$ cat config.mk
export PLATFORM = sky130hd
export DESIGN_NAME = imem_loader
export DESIGN_NICKNAME = d
export VERILOG_FILES = /design/src/rtl/imem_loader_pkg.sv /design/src/rtl/imem_loader_byte_packer.sv /design/src/rtl/imem_loader.sv
export SDC_FILE = /design/constraint.sdc
export NUM_CORES = 1
export LEC_CHECK = 0
export BUFFER_PORTS_ARGS = -buffer_cell sky130_fd_sc_hd__buf_2
export CORE_MARGIN = 2
export CORE_UTILIZATION = 55
export CTS_CLUSTER_DIAMETER = 80
export DETAILED_ROUTE_END_ITERATION = 6
export PLACE_DENSITY = 0.79
export SLEW_MARGIN = 10
export SYNTH_ARGS = -nofsm -noshare
export SYNTH_HDL_FRONTEND = slang
export SYNTH_SLANG_ARGS = --single-unit
$ cat constraint.sdc
create_clock -name clk -period 2.5 [get_ports clk]
set_clock_uncertainty 0.15 [all_clocks]
set_input_delay 0.5 -clock clk [delete_from_list [all_inputs] [get_ports clk]]
set_output_delay 0.5 -clock clk [all_outputs]
set_load 0.005 [all_outputs]
$ cat src/rtl/imem_loader_pkg.sv
// Shared types and constants for the instruction-memory boot loader.
package imem_loader_pkg;

   localparam int unsigned WORD_BYTES = 4;
   localparam int unsigned BYTE_W     = 8;
   localparam int unsigned WORD_W     = WORD_BYTES * BYTE_W;
   localparam int unsigned LEN_W      = 16;

   typedef enum logic [2:0] {
      IDLE  = 3'd0,
      HDR0  = 3'd1,
      HDR1  = 3'd2,
      DATA  = 3'd3,
      WRITE = 3'd4,
      CSUM  = 3'd5,
      DONE  = 3'd6
   } state_t;

   // States in which the loader offers rx_ready.
   function automatic logic is_rx_state(input state_t s);
      return (s == HDR0) || (s == HDR1) || (s == DATA) || (s == CSUM);
   endfunction

endpackage

$ cat src/rtl/imem_loader_byte_packer.sv
// Little-endian byte-to-word packer; word_out/full look ahead to include the byte being pushed.
module byte_packer
   import imem_loader_pkg::*;
(
   input  logic              clk,
   input  logic              rst,
   input  logic [BYTE_W-1:0] byte_in,
   input  logic              push,
   input  logic              clear,
   output logic [WORD_W-1:0] word_out,
   output logic              full
);

   localparam int unsigned HOLD_W = WORD_W - BYTE_W;

   logic [HOLD_W-1:0] shreg;
   logic [1:0]        cnt;

   // Newest byte enters at the top, so the first byte ends up in [7:0].
   assign word_out = {byte_in, shreg};
   assign full     = push && (cnt == 2'(WORD_BYTES - 1));

   always_ff @(posedge clk) begin
      if (rst || clear) begin
         shreg <= '0;
         cnt   <= '0;
      end else if (push) begin
         shreg <= word_out[WORD_W-1:BYTE_W];
         cnt   <= cnt + 2'd1;
      end
   end

endmodule

$ cat src/rtl/imem_loader.sv
// Boot loader writing a length-prefixed byte stream into instruction memory.
// Optional trailing XOR checksum byte when IMEM_LOADER_CHECKSUM_EN is defined.
module imem_loader
   import imem_loader_pkg::*;
#(
   parameter int unsigned DEPTH     = 256,
   parameter logic [31:0] BASE_ADDR = 32'h0000_0000
) (
   input  logic        clk,
   input  logic        rst,
   input  logic        start,
   input  logic [7:0]  rx_byte,
   input  logic        rx_valid,
   output logic        rx_ready,
   output logic [31:0] mem_addr,
   output logic        mem_we,
   output logic [31:0] mem_wdata,
   output logic        busy,
   output logic        done,
   output logic        err,
   output logic        cpu_hold
);

   localparam int unsigned IDX_W = $clog2(DEPTH) + 1;

   state_t             state, state_next;
   logic [LEN_W-1:0]   len, len_next, n_hdr;
   logic [IDX_W-1:0]   idx, idx_next;
   logic               err_next;
   logic               xfer, push, clear, full;
   logic [WORD_W-1:0]  word;
`ifdef IMEM_LOADER_CHECKSUM_EN
   logic [BYTE_W-1:0]  csum, csum_next;
`endif

   assign xfer = rx_valid && rx_ready;

   byte_packer u_packer (
      .clk      (clk),
      .rst      (rst),
      .byte_in  (rx_byte),
      .push     (push),
      .clear    (clear),
      .word_out (word),
      .full     (full)
   );

   // Next-state and next-register logic.
   always_comb begin
      state_next = state;
      len_next   = len;
      idx_next   = idx;
      err_next   = err;
      push       = 1'b0;
      clear      = 1'b0;
      n_hdr      = {rx_byte, len[7:0]};
`ifdef IMEM_LOADER_CHECKSUM_EN
      csum_next  = csum;
`endif
      case (state)
         IDLE, DONE: begin
            if (start) begin
               state_next = HDR0;
               len_next   = '0;
               idx_next   = '0;
               err_next   = 1'b0;
               clear      = 1'b1;
`ifdef IMEM_LOADER_CHECKSUM_EN
               csum_next  = '0;
`endif
            end
         end
         HDR0: begin
            if (xfer) begin
               len_next[7:0] = rx_byte;
               state_next    = HDR1;
            end
         end
         HDR1: begin
            if (xfer) begin
               len_next = n_hdr;
               if (n_hdr == '0) begin
`ifdef IMEM_LOADER_CHECKSUM_EN
                  state_next = CSUM;
`else
                  state_next = DONE;
`endif
               end else if (32'(n_hdr) > 32'(DEPTH)) begin
                  state_next = DONE;
                  err_next   = 1'b1;
               end else begin
                  state_next = DATA;
               end
            end
         end
         DATA: begin
            if (xfer) begin
               push = 1'b1;
`ifdef IMEM_LOADER_CHECKSUM_EN
               csum_next = csum ^ rx_byte;
`endif
               if (full) state_next = WRITE;
            end
         end
         WRITE: begin
            idx_next = idx + IDX_W'(1);
            if (LEN_W'(idx_next) == len) begin
`ifdef IMEM_LOADER_CHECKSUM_EN
               state_next = CSUM;
`else
               state_next = DONE;
`endif
            end else begin
               state_next = DATA;
            end
         end
`ifdef IMEM_LOADER_CHECKSUM_EN
         CSUM: begin
            if (xfer) begin
               err_next   = (rx_byte != csum);
               state_next = DONE;
            end
         end
`endif
         default: state_next = IDLE;
      endcase
   end

   // State and registered outputs, all decoded from the next state.
   always_ff @(posedge clk) begin
      if (rst) begin
         state     <= IDLE;
         len       <= '0;
         idx       <= '0;
         err       <= 1'b0;
         rx_ready  <= 1'b0;
         busy      <= 1'b0;
         done      <= 1'b0;
         cpu_hold  <= 1'b1;
         mem_we    <= 1'b0;
         mem_addr  <= '0;
         mem_wdata <= '0;
`ifdef IMEM_LOADER_CHECKSUM_EN
         csum      <= '0;
`endif
      end else begin
         state     <= state_next;
         len       <= len_next;
         idx       <= idx_next;
         err       <= err_next;
         rx_ready  <= is_rx_state(state_next);
         busy      <= (state_next != IDLE) && (state_next != DONE);
         done      <= (state_next == DONE);
         cpu_hold  <= !((state_next == DONE) && !err_next);
         mem_we    <= (state_next == WRITE);
         if (state_next == WRITE) begin
            mem_addr  <= BASE_ADDR + (32'(idx) * 32'(WORD_BYTES));
            mem_wdata <= word;
         end
`ifdef IMEM_LOADER_CHECKSUM_EN
         csum      <= csum_next;
`endif
      end
   end

endmodule
======== Yosys cells after proc, flatten, opt, wreduce, memory -nomap -nowiden ========
Cells that the tools add are included.
word-level totals
  register bits ........................... 101
  input port bits ......................... 12
  output and inout port bits .............. 70
  word-level logic and storage cells ...... 80
operators by class
  add/subtract/negate cells ............... 2
  magnitude comparators ................... 1
  equality and inequality tests ........... 17
  muxes and demuxes ....................... 25
  bitwise gates (word level) .............. 1
  reduce and logical (&&, ||, !) cells .... 20
operators by type and width
  cell                                                                              number
  16-bit two-way mux                                                                2
  3-bit two-way mux                                                                 8
  8-bit one-hot mux with 3 select lines                                             1
  9-bit one-hot mux with 2 select lines                                             1
  9-bit by 16-bit == test with 1-bit output                                         1
  16-bit by 9-bit greater-than comparator with 1-bit output, second input constant  1
  16-bit zero test                                                                  1
  8-bit one-hot mux with 2 select lines                                             1
  3-bit == test, second input constant                                              5
  3-bit one-hot mux with 5 select lines                                             1
  3-bit by 2-bit == test with 1-bit output, second input constant                   4
  9-bit by 1-bit adder with 9-bit output, second input constant                     1
  9-bit two-way mux                                                                 1
  1-bit two-way mux                                                                 8
  8-bit two-way mux                                                                 1
  3-bit by 1-bit == test with 1-bit output, second input constant                   2
  2-bit inequality test, second input constant                                      3
  2-bit nonzero test                                                                3
  1-bit logical AND                                                                 4
  1-bit logical OR                                                                  4
  4-bit AND reduction                                                               1
  3-bit zero test                                                                   1
  3-bit inequality test, second input constant                                      1
  3-bit AND reduction                                                               1
  8 further kinds                                                                   9

======== Depth between registers and ports, before layout ========
  word-level depth ........................ 11
  mapped depth ............................ 8

======== Hierarchy ========
From an unflattened synthesis, not the netlist that was laid out.
second synthesis, totals
  cells, all modules ...................... 538
  area total of the unflattened synthesis .. 4,446.8 um^2
modules (own cells, without submodules)
  module       instances  cells each  area each (um^2)  sequential area each (um^2)
  imem_loader  1          443         3,407.0           1,501.4
  byte_packer  1          95          1,039.7           520.5

======== Worst setup path after synthesis ========
No wires, ideal clock.
  path type ............................... flip-flop to flip-flop
  from .................................... reg idx[0]
  to ...................................... reg state[2]
  arrival time ............................ 1.882 ns
  slack ................................... 0.354 ns
  cell stages (with the launch flop) ...... 8
  clock period less this slack ............ 2.146 ns
  cell sequence ........................... dfxtp_1 > ha_1 > nand3_1 > or3_1 > and3_1 > a211oi_1 > nor4_2 > o21ba_1
on the way
  longest elaborated chain between the ends .. 4
ends and longest elaborated chain
  item                                       line                source
  start: declaration                         imem_loader.sv:28   logic [IDX_W-1:0] idx, idx_next;
  start signal: assignment                   imem_loader.sv:149  idx <= idx_next;
  9-bit by 1-bit adder with 9-bit output     imem_loader.sv:106  idx_next = idx + IDX_W'(1);
  9-bit by 16-bit == test with 1-bit output  imem_loader.sv:107  if (LEN_W'(idx_next) == len) begin
  3-bit two-way mux                          imem_loader.sv:107
  3-bit one-hot mux with 5 select lines      imem_loader.sv:60   case (state)
  end signal: assignment                     imem_loader.sv:147  state <= state_next;
  end: declaration                           imem_loader.sv:26   state_t state, state_next;
No other way between the ends.
A chain may end at the register's enable or synchronous reset.

======== Worst setup path after layout ========
  from .................................... reg idx[0]
  to ...................................... reg cpu_hold
on the way
  longest elaborated chain between the ends .. 7
ends and longest elaborated chain
  item                                       line                source
  9-bit by 1-bit adder with 9-bit output     imem_loader.sv:106
  9-bit by 16-bit == test with 1-bit output  imem_loader.sv:107
  3-bit two-way mux                          imem_loader.sv:107
  3-bit one-hot mux with 5 select lines      imem_loader.sv:60
  3-bit == test                              imem_loader.sv:154  cpu_hold <= !((state_next == DONE) && !err_next);
  1-bit logical AND                          imem_loader.sv:154
  1-bit zero test                            imem_loader.sv:154
  end signal: assignment                     imem_loader.sv:154
  end: declaration                           imem_loader.sv:21   output logic cpu_hold
No other way between the ends.

==> implementation parameters <==
Parameter                              Value

Outcome
  Result of the run    finished clean

Logic synthesis
  Post-synthesis instance area    0.00436 mm2
  Top flip-flop cell by instance count after synthesis    sky130_fd_sc_hd__dfxtp_1
  Post-synthesis sequential area ratio    0.464
  Mapped Cells    554
  Number of synthesized flops with an enable pin    0
  Yosys Warn Count    0
  Share of flip-flops with an asynchronous set or reset after synthesis    0
  Leading post-synthesis cells by cell area    sky130_fd_sc_hd__dfxtp_1 46%, sky130_fd_sc_hd__nand2_1 13%, sky130_fd_sc_hd__a21oi_1 9.8%, sky130_fd_sc_hd__buf_4 4.0%, sky130_fd_sc_hd__nor2_1 2.6%
  Cell type contributing the most total cell area after synthesis    sky130_fd_sc_hd__dfxtp_1
  Post-synth top area share    0.464
  Count of state elements after synthesis    101
  Mean Syn Cell Area    7.87 um2
  Netlist cell types    54

Placement
  Post-detailed-placement half-perimeter wirelength    7.06 mm
  Cell count after placement    691
  Final weighted congestion in routability-driven placement    0.874
  # port buffers    58

Finish
  Number of fill cells    657
  Number of standard cells in the layout, taps in and fillers out    707
  Reg area    0.00202 mm2
  Util after Layout    0.627
  Area added between synthesis and finish    10.6%
  Number of nets in the layout    614
  Most common library cell in the layout ignoring fill and taps    sky130_fd_sc_hd__nand2_1
  Fraction of layout instances using a drive strength above 1    0.160
  Multi-input combinational cell area    0.00205 mm2
  Antenna Diode Count    0
  Most frequent cells in the layout    153 x sky130_fd_sc_hd__nand2_1, 101 x sky130_fd_sc_hd__dfxtp_1, 85 x sky130_fd_sc_hd__a21oi_1

Power
  Portion of total power attributed to combinational logic    0.062
  Cell-internal power    0.00208 W
  Sequential cell fraction of total power    0.571
  Clock network fraction of total power    0.367
  Fraction of power spent switching nets    0.275
  NetSw    0.000787 W
  Worst IR Drop VDD    0.448 mV
  Static power due to leakage    1.87 nW
  Power per cell area    594 mW/mm2

Detailed routing
  DRT iter0 DRCs    258
  Overall via count from detail_route    3882
  DR pass1 iterations    5
  Number of vias per cell after detailed routing    5.49
  # DRC    0
  Number of nets still failing antenna checks after routing    0
  Total wire length after detailed routing    10.0 mm
  Drt wl/cell    14.2 um

Global routing
  First-pass GRT wire length    16.9 mm
  Maximum number of pins on one net before global-route repair    28
  Congestion Overflow GR    0
  Via count of the first global-routing pass    3612
  GRT Resource Usage Total    0.240
  Number of antenna violations at the first check in global routing    0

Clocking
  Maximum buffer depth of the clock tree    2
  Clock H-tree levels    3
  CTS tree    yes
  CTS root buffer    sky130_fd_sc_hd__clkbuf_8
  Worst-skew pair later-pin latency    370 ps
  Total number of clock tree sinks    101
  Count of buffers added by post-CTS timing repair for setup    0
  Clock Pin Slew Worst Setup and Hold Paths    110 ps
  Number of clock buffers inserted by TritonCTS    9

Timing
  Setup repair after global routing missed its margin    false
  Setup TNS    0 ps
  Max Freq    424 MHz
  Worst Tran Pin Value    662 ps
  Worst max-slew margin expressed relative to the limit    0.559
  Total of endpoints with negative setup slack in the final report    0
  Hold Fails Final Rpt    0
  Final critical-path required period    2360 ps
  Final-layout worst hold slack    252 ps
  Period Utilization, post-route    0.944
  Pins over their slew limit    0

Flow run
  Number of violations of the max-capacitance limit    0

Floorplan
  Area of the core region    0.00769 mm2
  Die Wd    93.0 um
  Total I/O pin count    82
  Die Span Y    93.0 um
  Row count    32
  Total die area    0.00865 mm2
  Effective utilization at floorplan    0.567

Worst setup path
  Setup crit start kind    register
  CP cell instances    ha_2, nand3_1, or3_1, o21ai_0, a211oi_1, buf_4, nor4_4, o211ai_1
  Category of the critical setup timing path    register to register
  Largest driver fanout on the critical path    7
  Cell with the largest stage delay on the worst path    sky130_fd_sc_hd__dfxtp_1
  Category of the worst setup path capture point    register
  Data required time of the critical path    2590 ps
  Delay of the slowest cell on the worst path    450 ps
  Signal arrival time at the worst endpoint    2450 ps

Hold path
  Type of the most critical hold path    input pin to register
[logic make-up (layout without fill, tap and decap cells)]
family | count (synthesis) | count (layout) | share of synthesized area
AO/OA/AOI/OAI | 127 | 127 | 0.164
flip-flops | 101 | 101 | 0.464
adder cells (fa/ha/maj) | 3 | 3 | 0.00804
multiplexers | 3 | 3 | 0.00689
other | 1 | 23 | 0.000860
buffers and inverters | 66 | 95 | 0.0890
AND/OR/NAND/NOR | 245 | 245 | 0.251
XOR/XNOR | 8 | 8 | 0.0161
[path summary, 6_finish.rpt]
kind	from	endpoint	slack, ps	depth (start not counted)
worst max-delay path	idx[0]	cpu_hold	140	8
worst min-delay path	rx_byte[6]	u_packer.shreg[22]	250	3
worst max register to register	idx[0]	cpu_hold	140	8
worst min register to register	mem_wdata[14]	mem_wdata[14]	310	2
[layer usage]
metal | vias up | GRT usage | share of wire
met2 | 162 | 0.384 | 0.46
met5 | - | 0 | 0
met3 | 16 | 0.0371 | 0.074
met4 | 0 | 0.0797 | 0.012
met1 | 1796 | 0.334 | 0.46
li1 | 1908 | - | -
[final cells by class]
class,count,area share
multi-input combinational,409,0.424
timing repair buffer,71,0.0804
sequential,101,0.419
clock buffer,9,0.0257
clock inverter,7,0.0179
inverter,8,0.00623
tap,102,0.0265
[power groups by stage]
stage / registers (W) / logic, W / clock network, W
finish: 0.00164 / 0.000177 / 0.00105
global route: 0.00164 / 0.000198 / 0.00112
CTS: 0.00164 / 0.000174 / 0.00106
detailed placement: 0.00167 / 0.000173 / 0
global placement: 0.00167 / 0.000166 / 0
floorplan: 0.00167 / 0.000155 / 0
[critical path, delay by kind of cell, from the launching register on]
family          cells  cell delay (ps)
compound gates      3              420
fa+ha+maj           1              270
buf+inv             1              160
flops               1              450
simple gates        3              770
[cells in the mapped netlist, drive strengths merged (4+ instances only)]
cell	number
nand2	153
dfxtp	101
a21oi	85
buf	33
nor2	30
clkbuf	25
nand3	15
o21ai	13
nor3	10
a22oi	9
inv	8
or3	7
and3	5
nor2b	5
xnor2	5
a211oi	4
nand2b	4
or4	4
[state kept, by name (all words and copies together), names as in the netlist]
signal,count
mem_addr,9
cpu_hold,1
state,3
done,1
u_packer.cnt,2
busy,1
rx_ready,1
u_packer.shreg,24
idx,9
mem_wdata,32
mem_we,1
err,1
len,16
[through the flow]
| stage | total power, W | cell area [um2] | setup WS (ps) |
|---|---|---|---|
| after detailed placement | 0.00185 | 4600 | -8.93 |
| after global routing | 0.00296 | 4820 | 7.79 |
| final | 0.00286 | 4820 | 140 |
| after floorplan | 0.00182 | 4440 | 354 |
| after global placement | 0.00184 | 4600 | 126 |
| after CTS | 0.00287 | 4810 | 91.5 |
[what timing repair did]
| action | CTS | global route |
|---|---|---|
| setup endpoints to repair | 0 | 3 |
| resized for setup | 0 | 2 |
| hold buffers | 0 | 0 |
Note: power is estimated with default switching activity, not from simulation.
